$ cat src/rtl/axis_pkg.sv
// Shared AXI-Stream helpers: width math and beat packing for the loopback FIFO.
package axis_pkg;

    // Default tdata width; a stored beat is {tlast, tdata} with tlast at the MSB.
    localparam int c_AXIS_DEFAULT_WIDTH = 8;
    localparam int c_AXIS_BEAT_WIDTH    = c_AXIS_DEFAULT_WIDTH + 1;

    function automatic int clog2(input int value);
        int result;
        int rem;
        result = 0;
        rem    = value - 1;
        while (rem > 0) begin
            result = result + 1;
            rem    = rem >> 1;
        end
        return result;
    endfunction

    function automatic int beat_width(input int width);
        return width + 1;
    endfunction

    // Occupancy spans 0..depth inclusive, hence one bit more than the pointers.
    function automatic int level_width(input int depth);
        return clog2(depth) + 1;
    endfunction

endpackage

$ cat src/rtl/axis_fifo_ram.sv
// Simple dual-port storage for the loopback FIFO: synchronous write, asynchronous read.
module axis_fifo_ram
    import axis_pkg::*;
#(
    parameter int c_DEPTH      = 16,
    parameter int c_BEAT_WIDTH = c_AXIS_BEAT_WIDTH
) (
    input  logic                        clk,
    input  logic                        wr_en,
    input  logic [clog2(c_DEPTH)-1:0]   wr_addr,
    input  logic [c_BEAT_WIDTH-1:0]     wr_data,
    input  logic [clog2(c_DEPTH)-1:0]   rd_addr,
    output logic [c_BEAT_WIDTH-1:0]     rd_data
);

    logic [c_BEAT_WIDTH-1:0] mem [c_DEPTH];

    // NOTE: storage is deliberately not reset; the level counter decides which entries are valid.
    always_ff @(posedge clk) begin
        if (wr_en) begin
            mem[wr_addr] <= wr_data;
        end
    end

    assign rd_data = mem[rd_addr];

endmodule

$ cat src/rtl/axis_loopback_fifo.sv
// AXI-Stream loopback through a first-word-fall-through FIFO with occupancy and packet counters.
// Define AXIS_LOOPBACK_PACKET_MODE_EN for store-and-forward output gating.
module axis_loopback_fifo
    import axis_pkg::*;
#(
    parameter int c_WIDTH     = 8,
    parameter int c_DEPTH     = 16,
    parameter int c_CNT_WIDTH = 16
) (
    input  logic                        clk,
    input  logic                        resetn,
    input  logic [c_WIDTH-1:0]          s_axis_tdata,
    input  logic                        s_axis_tvalid,
    output logic                        s_axis_tready,
    input  logic                        s_axis_tlast,
    output logic [c_WIDTH-1:0]          m_axis_tdata,
    output logic                        m_axis_tvalid,
    input  logic                        m_axis_tready,
    output logic                        m_axis_tlast,
    output logic [clog2(c_DEPTH):0]     level,
    output logic [c_CNT_WIDTH-1:0]      pkt_count
);

    localparam int c_AW = clog2(c_DEPTH);
    localparam int c_LW = level_width(c_DEPTH);
    localparam int c_BW = beat_width(c_WIDTH);
    localparam logic [c_LW-1:0] c_FULL = c_LW'(c_DEPTH);

    logic [c_AW-1:0] wr_ptr;
    logic [c_AW-1:0] rd_ptr;
    logic [c_LW-1:0] level_next;
    logic [c_BW-1:0] wr_beat;
    logic [c_BW-1:0] rd_beat;
    logic            push;
    logic            pop;

    assign push    = s_axis_tvalid && s_axis_tready;
    assign pop     = m_axis_tvalid && m_axis_tready;
    assign wr_beat = {s_axis_tlast, s_axis_tdata};

    axis_fifo_ram #(
        .c_DEPTH      (c_DEPTH),
        .c_BEAT_WIDTH (c_BW)
    ) u_ram (
        .clk     (clk),
        .wr_en   (push),
        .wr_addr (wr_ptr),
        .wr_data (wr_beat),
        .rd_addr (rd_ptr),
        .rd_data (rd_beat)
    );

    assign m_axis_tdata = rd_beat[c_WIDTH-1:0];
    assign m_axis_tlast = rd_beat[c_WIDTH];

    // NOTE: every always_comb output gets a default first so no path can infer a latch.
    always_comb begin
        level_next = level;
        if (push && !pop) begin
            level_next = level + 1'b1;
        end else if (pop && !push) begin
            level_next = level - 1'b1;
        end
    end

    // NOTE: sequential state uses non-blocking assignments so all registers update from pre-edge values.
    always_ff @(posedge clk) begin
        if (!resetn) begin
            wr_ptr        <= '0;
            rd_ptr        <= '0;
            level         <= '0;
            s_axis_tready <= 1'b0;
            pkt_count     <= '0;
        end else begin
            if (push) begin
                wr_ptr <= wr_ptr + 1'b1;
            end
            if (pop) begin
                rd_ptr <= rd_ptr + 1'b1;
            end
            level         <= level_next;
            // Ready is registered from the post-edge occupancy, never from m_axis_tready.
            s_axis_tready <= (level_next < c_FULL);
            if (pop && m_axis_tlast) begin
                pkt_count <= pkt_count + 1'b1;
            end
        end
    end

`ifdef AXIS_LOOPBACK_PACKET_MODE_EN
    logic [c_LW-1:0] pkts_stored;

    always_ff @(posedge clk) begin
        if (!resetn) begin
            pkts_stored <= '0;
        end else if ((push && s_axis_tlast) && !(pop && m_axis_tlast)) begin
            pkts_stored <= pkts_stored + 1'b1;
        end else if ((pop && m_axis_tlast) && !(push && s_axis_tlast)) begin
            pkts_stored <= pkts_stored - 1'b1;
        end
    end

    // A full FIFO releases data even without a complete packet so oversize packets cannot deadlock.
    always_comb begin
        m_axis_tvalid = (level != '0) && ((pkts_stored != '0) || (level == c_FULL));
    end
`else
    always_comb begin
        m_axis_tvalid = (level != '0);
    end
`endif

endmodule

$ cat config.mk
export PLATFORM = sky130hd
export DESIGN_NAME = axis_loopback_fifo
export DESIGN_NICKNAME = d
export VERILOG_FILES = /design/src/rtl/axis_pkg.sv /design/src/rtl/axis_fifo_ram.sv /design/src/rtl/axis_loopback_fifo.sv
export SDC_FILE = /design/constraint.sdc
export NUM_CORES = 1
export LEC_CHECK = 0
export CORE_MARGIN = 2
export CORE_UTILIZATION = 41
export CTS_CLUSTER_SIZE = 28
export DETAILED_ROUTE_END_ITERATION = 8
export PLACE_DENSITY = 0.64
export SETUP_SLACK_MARGIN = 0.2
export SYNTH_ARGS = -nofsm -noshare
export SYNTH_HDL_FRONTEND = slang
export SYNTH_SLANG_ARGS = --single-unit
$ cat constraint.sdc
create_clock -name clk -period 2.45 [get_ports clk]
set_clock_uncertainty 0.1 [all_clocks]
set_input_delay 0.49 -clock clk [delete_from_list [all_inputs] [get_ports clk]]
set_output_delay 0.49 -clock clk [all_outputs]
set_load 0.02 [all_outputs]
==> flow_summary.json <==
{
  "ctsHoldBuffers": 0,
  "synth_top_area_share_pct": 59.7,
  "min_period_ps": 2850,
  "p_leak_nw": 3.11,
  "yosysUniqueCellTypes": 45,
  "die-area_um2": 18700,
  "synthArstFlopShare_pct": 0,
  "ios": 45,
  "critical_path_class": "reg -> out",
  "irDropWorstVdd_mv": 0.485,
  "htreeDepth": 4,
  "drt_iter0_drc": 297,
  "grt-ovfl-total": 0,
  "antennaDiodeCount": 0,
  "synth_top_flop_cell": "edfxtp_1",
  "netlist_instances": 422,
  "relSlewSlack_pct": 60.2,
  "drc": 0,
  "critPathMaxFanout": 5,
  "cts.sinks": 178,
  "outcome": "finished, violations left",
  "dr_total_vias": 4198,
  "antenna_found_initial": 0,
  "clk_latency_ps": 430,
  "synth_top_area_cell": "edfxtp_1",
  "synth-edff-count": 144,
  "critical_path_arrival_ps": 2260,
  "grt_max_degree": 37,
  "synth_top_cells_by_count": "edfxtp_1, mux4_2, dfxtp_1",
  "grt_pass1_wl_mm": 22.9,
  "io_buffers": 44,
  "worst_pin_slew_ps": 596,
  "endpoint_kind": "output port",
  "drt-total-wl_mm": 15.7,
  "p_per_area_nw_per_um2": 830,
  "grt_pass1_vias": 4102,
  "ant_nets": 0,
  "synth-seq-cells": 178,
  "required_ps": 1860,
  "timing.final.crit_share_pct": 116,
  "yosysSeqAreaShare_pct": 69.1,
  "wl_per_cell_um": 20.4,
  "dp_hpwl_mm": 9.13,
  "avgSynthCellArea_um2": 17.2,
  "clkTransAtPathRegs_ps": 60,
  "cts_root_buffer": "clkbuf_16",
  "whs_ps": 375,
  "syn_nets": 446,
  "yosys_warnings": 0,
  "drive_gt1_share_pct": 36.8,
  "cts.path.max_buffers": 2,
  "cts_buffers": 17,
  "drv_slew": 0,
  "syn_area_um2": 7240,
  "rsz0062_at_grt": "true",
  "core_area_um2": 17300,
  "nets": 554,
  "setup-tns-final_ps": -5240,
  "place_congestion": 0.766,
  "dieWidth_um": 137,
  "start_util_pct": 41.9,
  "drv_cap": 0,
  "synthToLayoutAreaGrowth_pct": 31.6,
  "violations": "setup timing",
  "grt_usage_pct": 17.1,
  "hold_class": "reg -> reg",
  "dieHeight_um": 137,
  "cp-start-kind": "flop",
  "layout_setup_ws_ps": -402,
  "row_count": 48,
  "synth_top_cells_by_area": "edfxtp_1, mux4_2, dfxtp_1",
  "dr.pass1.iters": 4,
  "cts_tree": "done",
  "finalSetupViolCount": 23,
  "max_freq_mhz": 351,
  "vias_per_cell": 5.47,
  "finalHoldViolCount": 0,
  "synth.most_common_cell": "edfxtp_1"
}
## registers in the layout (all words and copies together), names as in the netlist, named ones only
register       flops
u_ram.mem        144
s_axis_tready      1
rd_ptr             4
wr_ptr             4
pkt_count         16
level              4
## per-layer routing
| layer | vias to the layer above | GRT usage [%] | wire [um] |
|---|---|---|---|
| met5 | - | 0 | 0 |
| met4 | 0 | 6.13 | 237 |
| met1 | 2176 | 22.1 | 6770 |
| met2 | 100 | 28.0 | 7940 |
| met3 | 17 | 4.33 | 695 |
| li1 | 1905 | - | - |
## cells in the final DEF (no fill, tap or decap), types with 10 or more instances in the layout
| cell | instances |
|---|---|
| buf_4 | 28 |
| nand2_1 | 17 |
| a21oi_1 | 12 |
| edfxtp_1 | 144 |
| a21oi_2 | 10 |
| clkdlybuf4s50_1 | 34 |
| and2_1 | 12 |
| nor2_1 | 15 |
| buf_12 | 18 |
| mux4_2 | 42 |
| dfxtp_1 | 30 |
| clkbuf_16 | 19 |
| buf_6 | 20 |
## per-stage QoR
step	instance area, um^2	util (%)	power [mW]	setup WS, ps	instances
after floorplan	7370	-	4.55	125	422
after global placement	8350	48.2	4.89	-286	708
after detailed placement	8350	48.2	4.92	-300	708
after CTS	9050	52.3	7.57	-411	750
after global routing	9530	55.1	8.22	-457	768
final	9530	55.1	7.91	-402	768
## layout make-up
| type | instances | area (um^2) |
|---|---|---|
| repair buffers | 109 | 1280 |
| flip-flops and latches | 178 | 5020 |
| multi-input cells | 212 | 2350 |
| clock buffers | 24 | 492 |
| fillers | 1365 | 7770 |
| well taps | 225 | 282 |
| inverters | 12 | 55.1 |
| clock inverters | 8 | 53.8 |
## report_power, final
group / internal (mW) / total [mW] / switching (mW)
Sequential: 3.34 / 3.41 / 0.0641
Clock: 1.40 / 2.49 / 1.09
Combinational: 1.15 / 2.01 / 0.861
## worst paths after layout
kind	cells after the start	endpoint	slack [ps]	from
min reg2reg	2	pkt_count[15]	380	pkt_count[15]
max	5	m_axis_tdata[6]	-400	flop
min	2	pkt_count[15]	380	pkt_count[15]
max reg2reg	13	pkt_count[4]	-270	flop
## worst max-delay path, stage by stage (launching register included)
cell and delay [ps]:
dfxtp_4 420, buf_6 150, clkbuf_16 150, mux4_2 490
mux4_2 480, buf_6 150
## logic make-up (layout without fill, tap and decap cells)
family,Yosys count,in the layout,share of synthesized area (%)
AND/OR/NAND/NOR,96,96,7.39
flip-flops,178,178,69.1
adder cells (fa/ha/maj),11,11,1.90
XOR/XNOR,7,7,0.847
buffers and inverters,32,153,2.51
multiplexers,47,47,13.9
AO/OA/AOI/OAI,51,51,4.37
## repair_timing
item                       CTS  global route
cloned                       2             4
setup endpoints to repair   24            31
pin swaps                    2            37
buffers inserted             8            14
resized for setup           60            74
Power figures use the tool's default switching activity.
==> variant 1 (same flow settings) <==
Set the parameter `c_CNT_WIDTH` to 20 (it was 16).
--- a/src/rtl/axis_loopback_fifo.sv
+++ b/src/rtl/axis_loopback_fifo.sv
@@ -5,7 +5,7 @@
 #(
     parameter int c_WIDTH     = 8,
     parameter int c_DEPTH     = 16,
-    parameter int c_CNT_WIDTH = 16
+    parameter int c_CNT_WIDTH = 20
 ) (
     input  logic                        clk,
     input  logic                        resetn,
Ports: changed (resized pkt_count); port bits go from 45 to 49. The function was not compared with the original's and may differ.
==> variant 1 against the unedited design <==
The run still ends with negative setup slack left. Maximum frequency grew 1.6%. Clock power increased by 4%. Setup slack gained 0.045 ns. Power is 0.43% lower. Routed wire length grew 3.4%. Sequential cell count increased by 4. Area after synthesis grew 5.1%. Critical path depth unchanged. Die area increased by 4.9%. Sequential share of layout area fell by 0.57 points. Design area increased by 2.7%. Count of clock-buffer cells in the layout fell by 6. Critical path type unchanged.
==> variant 1: results (changes against the unedited design) <==
Synthesis:
- Area contributors post-synth: edfxtp_1, mux4_2, dfxtp_1 (unchanged).
- Cell types with the highest counts after synthesis: edfxtp_1, mux4_2, dfxtp_1, nand2_1, mux2i_1 (was edfxtp_1, mux4_2, dfxtp_1, a21oi_1).
- The post-synthesis cell type count is 46 (was 45).
- The compound-gate portion of the synthesized area is 4.31% (was 4.37%).
- The post-synthesis share of cell area spent on xor and xnor gates is 0.806% (was 0.847%).
- The part of the Yosys area used for sequential elements came to 66.8% (was 69.1%).

Timing:
- The post-route setup TNS is -2.71 ns (was -5.24 ns).
- The final worst-path setup slack came to -0.358 ns (was -0.402 ns).
- The worst max-slew margin expressed relative to the limit came to 64.2% (was 60.2%).
- The final count of negative-setup-slack endpoints is 9 (was 23).

Run status:
- Status: complete, but fails checks (unchanged).
- Failing checks: negative setup slack (unchanged).

Placement:
- The standard cell area after detailed placement was 8760 um^2 (was 8350 um^2).
- The detailed placement HPWL is 10300 um (was 9130 um).
- The number of I/O port buffers is 48 (was 44).

Final layout:
- The net count reported at finish was 617 (was 554).
- Regs by FF count: u_ram.mem: 144 flops, pkt_count: 20 flops (was u_ram.mem: 144 flops, pkt_count: 16 flops).
- The proportion of layout cells with a drive suffix above 1 came to 34.0% (was 36.8%).

Routing:
- The mean routed wirelength per cell came to 19.4 um (was 20.4 um).
- The number of DRC violations after detailed-routing iteration 0 is 294 (was 297).

Pwr:
- The peak supply drop was 0.000529 V (was 0.000485 V).
- The static leakage is 3.26 nW (was 3.11 nW).

Worst setup path:
- The critical path arrival was 2.22 ns (was 2.26 ns).
- The maximum net fanout on the critical path was 8 (was 5).
- The endpoint of the most critical register-to-register path is pkt_count[16]$_SDFFE_PN0P_ (was pkt_count[4]$_SDFFE_PN0P_).

Worst hold path:
- The end of the worst hold path is pkt_count[19]$_SDFFE_PN0P_ (was pkt_count[15]$_SDFFE_PN0P_).
- The startpoint of the lowest-slack hold path was pkt_count[19]$_SDFFE_PN0P_ (was pkt_count[15]$_SDFFE_PN0P_).

Global route:
- The wire length of the first global-routing pass was 24800 um (was 22900 um).
- The global routing usage summed across all routing layers is 16.8% (was 17.1%).
-- variant 1: worst max path at each step --
stage	start	to	slack, ns	depth (start not counted)
after detailed placement	flop	m_axis_tdata[3]	-0.33	4
final	flop	m_axis_tdata[3]	-0.36	5
after CTS	flop	m_axis_tdata[2]	-0.41	5
after global placement	flop	m_axis_tdata[3]	-0.30	4
after floorplan	level[0]$_SDFFE_PN0P_	flop	0.18	11
after global routing	flop	m_axis_tdata[3]	-0.44	5
-- variant 1: metrics by stage --
stage | worst slack (ns) | instances
after CTS | -0.405 | 821
after global placement | -0.304 | 779
after global routing | -0.440 | 835
final | -0.358 | 835
after floorplan | 0.180 | 470
after detailed placement | -0.325 | 779
-- variant 1: per-layer routing --
| layer | track usage, % | wire length (um) |
|---|---|---|
| met4 | 4.63 | 146 |
| met2 | 27.4 | 8180 |
| met1 | 22.7 | 7020 |
| met3 | 3.97 | 833 |
| met5 | 0 | 0 |
-- variant 1: worst min-delay path, delay by kind of cell (launching register included) --
family           cells  cell delay [ns]
flip-flops           1             0.33
AND/OR/NAND/NOR      1             0.06
multiplexers         1             0.05
-- variant 1: logic make-up (layout without fill, tap and decap cells) --
| family | count (synthesis) | after routing |
|---|---|---|
| AOI/OAI and AO/OA | 45 | 45 |
| xor gates and xnor gates | 7 | 7 |
| adders and majority gates | 11 | 11 |
| buffers and inverters | 33 | 169 |
| DFF | 182 | 182 |
| muxes | 66 | 66 |
| and+or+nand+nor | 126 | 126 |
-- variant 1: final cells by class --
type | instances | area, um^2
multi-input combinational | 255 | 2540
fill | 1415 | 8300
clock inverter | 14 | 126
sequential | 182 | 5100
clock buffer | 18 | 429
tap | 229 | 287
timing repair buffer | 126 | 1260
inverter | 11 | 48.8
-- variant 1: power breakdown --
group,switching [W],leakage (nW),internal (W)
combinational,0.000803,1.38,0.00102
sequential,0.0000611,1.61,0.00341
clock,0.00117,0.274,0.00141
-- variant 1: timing repair --
item                                   CTS  global route
buffers inserted                         9            14
pin swaps                                5            14
gates cloned                             1             0
setup endpoints to repair               23            34
gates resized for setup                 85            32
endpoints found under the hold margin    0             0
==> variant 2 (same flow settings) <==
Without the edit above. Put one more register stage on the output `pkt_count`, cleared by the reset. The value now appears one clock later. The other outputs are not delayed to match.
--- a/src/rtl/axis_loopback_fifo.sv
+++ b/src/rtl/axis_loopback_fifo.sv
@@ -25,6 +25,8 @@
     localparam int c_LW = level_width(c_DEPTH);
     localparam int c_BW = beat_width(c_WIDTH);
     localparam logic [c_LW-1:0] c_FULL = c_LW'(c_DEPTH);
+
+    logic [c_CNT_WIDTH-1:0] pkt_count_s0;
 
     logic [c_AW-1:0] wr_ptr;
     logic [c_AW-1:0] rd_ptr;
@@ -70,7 +72,7 @@
             rd_ptr        <= '0;
             level         <= '0;
             s_axis_tready <= 1'b0;
-            pkt_count     <= '0;
+            pkt_count_s0  <= '0;
         end else begin
             if (push) begin
                 wr_ptr <= wr_ptr + 1'b1;
@@ -82,7 +84,7 @@
             // Ready is registered from the post-edge occupancy, never from m_axis_tready.
             s_axis_tready <= (level_next < c_FULL);
             if (pop && m_axis_tlast) begin
-                pkt_count <= pkt_count + 1'b1;
+                pkt_count_s0 <= pkt_count_s0 + 1'b1;
             end
         end
     end
@@ -110,5 +112,13 @@
     end
 `endif
 
+    always_ff @(posedge clk) begin
+        if (!resetn) begin
+            pkt_count <= '0;
+        end else begin
+            pkt_count <= pkt_count_s0;
+        end
+    end
+
 endmodule
 
Function: changed (Yosys sat finds a counterexample within 4 cycles, from zero or initial values and one cycle with resetn low).
==> variant 2 against the unedited design <==
The run still ends with negative setup slack left. Power grew 0.53%. Design area is 0.76% higher. Highest routed layer unchanged. Non-clock buffer count unchanged. Setup slack better by 0.045 ns. Sequential share of layout area rose by 2.9 points. Sequential cell count increased by 16. Cell count rose by 5.6%. Routed wire length increased by 1.6%. Clock power rose by 3%. Area after synthesis is 6.3% higher. Largest cell class unchanged.
==> variant 2: results (changes against the unedited design) <==
Timing:
- The worst max-slew margin expressed relative to the limit is 59.4% (was 60.2%).
- The final worst-path setup slack is -0.357 ns (was -0.402 ns).
- The final count of negative-setup-slack endpoints is 22 (was 23).

Synthesis:
- Cell types with the highest counts after synthesis: edfxtp_1, dfxtp_1, mux4_2, nor2_1, nand2_1 (was edfxtp_1, mux4_2, dfxtp_1, a21oi_1).
- The mux contribution to synthesized area is 14.0% (was 13.9%).
- The post-synthesis share of cell area spent on full adders, half adders and majority gates was 1.79% (was 1.90%).
- The post-synthesis cell type count is 37 (was 45).
- Area contributors post-synth: edfxtp_1, dfxtp_1, mux4_2 (was edfxtp_1, mux4_2, dfxtp_1).
- The compound-gate portion of the synthesized area was 3.50% (was 4.37%).
- The synthesized net count is 484 (was 446).
- The part of the Yosys area used for sequential elements is 69.2% (was 69.1%).

Routing:
- The via density per instance is 5.37 (was 5.47).
- The number of DRC violations after detailed-routing iteration 0 was 448 (was 297).
- The routed wire length is 15900 um (was 15700 um).
- The number of detailed-route iterations in the first pass was 5 (was 4).

Final layout:
- The post-route non-filler standard cell count is 811 (was 768).
- Regs by FF count: u_ram.mem: 144 flops, pkt_count: 16 flops, pkt_count_s0: 16 flops (was u_ram.mem: 144 flops, pkt_count: 16 flops).
- The proportion of layout cells with a drive suffix above 1 is 31.4% (was 36.8%).
- The net count reported at finish is 588 (was 554).
- The final core area utilization came to 51.7% (was 55.1%).
- The number of fillers in the final layout is 1453 (was 1365).

Placement:
- The final weighted congestion in routability-driven placement was 0.844 (was 0.766).
- The number of instances in the placed design was 760 (was 708).
- The standard cell area after detailed placement is 8690 um^2 (was 8350 um^2).

Worst setup path:
- The critical path arrival is 2.22 ns (was 2.26 ns).
- The maximum net fanout on the critical path is 8 (was 5).

Global route:
- The global routing usage summed across all routing layers came to 16.8% (was 17.1%).
- The number of global-route vias before repair is 4358 (was 4102).
- The wire length of the first global-routing pass was 24700 um (was 22900 um).
- The pin count of the biggest net entering global routing is 33 (was 37).

Clocking:
- The post-cts repair resize count is 84 (was 60).
- The post-CTS setup buffer count is 17 (was 8).

Run status:
- Failing checks: negative setup slack (unchanged).
- Status: complete, but fails checks (unchanged).

Pwr:
- The static leakage is 3.16 nW (was 3.11 nW).
- The peak supply drop is 0.000539 V (was 0.000485 V).
==> variant 2: cell count changes in the layout (fill, tap and decap cells not counted), sizes merged, moves of 6 or more <==
| cell | delta |
|---|---|
| and2 | +7 |
| clkbuf | -6 |
| dfxtp | +16 |
| mux2i | +9 |
| nor2 | +9 |
| o21ai | +8 |
==> variant 2: stage by stage <==
stage	setup WS, ns	TNS, ns
floorplan	0.0846	0
finish	-0.357	-4.25
CTS	-0.375	-4.77
global placement	-0.270	-2.29
detailed placement	-0.289	-2.50
global route	-0.418	-6.07
==> variant 2: per-layer routing <==
metal  part of all wire [%]  vias up  track usage [%]
met5                      0        -                0
met4                    1.4        0             5.21
met3                    5.4       16             3.57
met2                     48      136             26.3
met1                     45     2213             23.7
li1                       -     1994                -
==> variant 2: final timing paths <==
kind / from / endpoint / slack [ns] / depth (start not counted)
min reg2reg: pkt_count_s0[4]$_SDFFE_PN0P_ / pkt_count[4]$_SDFF_PN0_ / 0.40 / 1
max reg2reg: flop / pkt_count_s0[12]$_SDFFE_PN0P_ / -0.19 / 10
min: pkt_count_s0[4]$_SDFFE_PN0P_ / pkt_count[4]$_SDFF_PN0_ / 0.40 / 1
max: flop / m_axis_tdata[6] / -0.36 / 5
==> variant 2: where the power goes <==
group          internal [W]  switching (W)  total [W]
clock               0.00141        0.00116    0.00256
combinational      0.000979       0.000741    0.00172
sequential          0.00360      0.0000680    0.00367
total               0.00599        0.00196    0.00795
==> variant 2: worst max-delay path, delay by kind of cell (launching register included) <==
kind	cells	cell delay (ns)
buffers and inverters	3	0.40
DFF	1	0.41
muxes	2	0.98
==> variant 2: layout make-up <==
type                    instances  area share [%]
clock buffers                  20            4.55
clock inverters                12            1.13
inverters                       9           0.430
multi-input cells             233            24.1
flip-flops and latches        194            55.6
well taps                     234            3.05
repair buffers                109            11.1
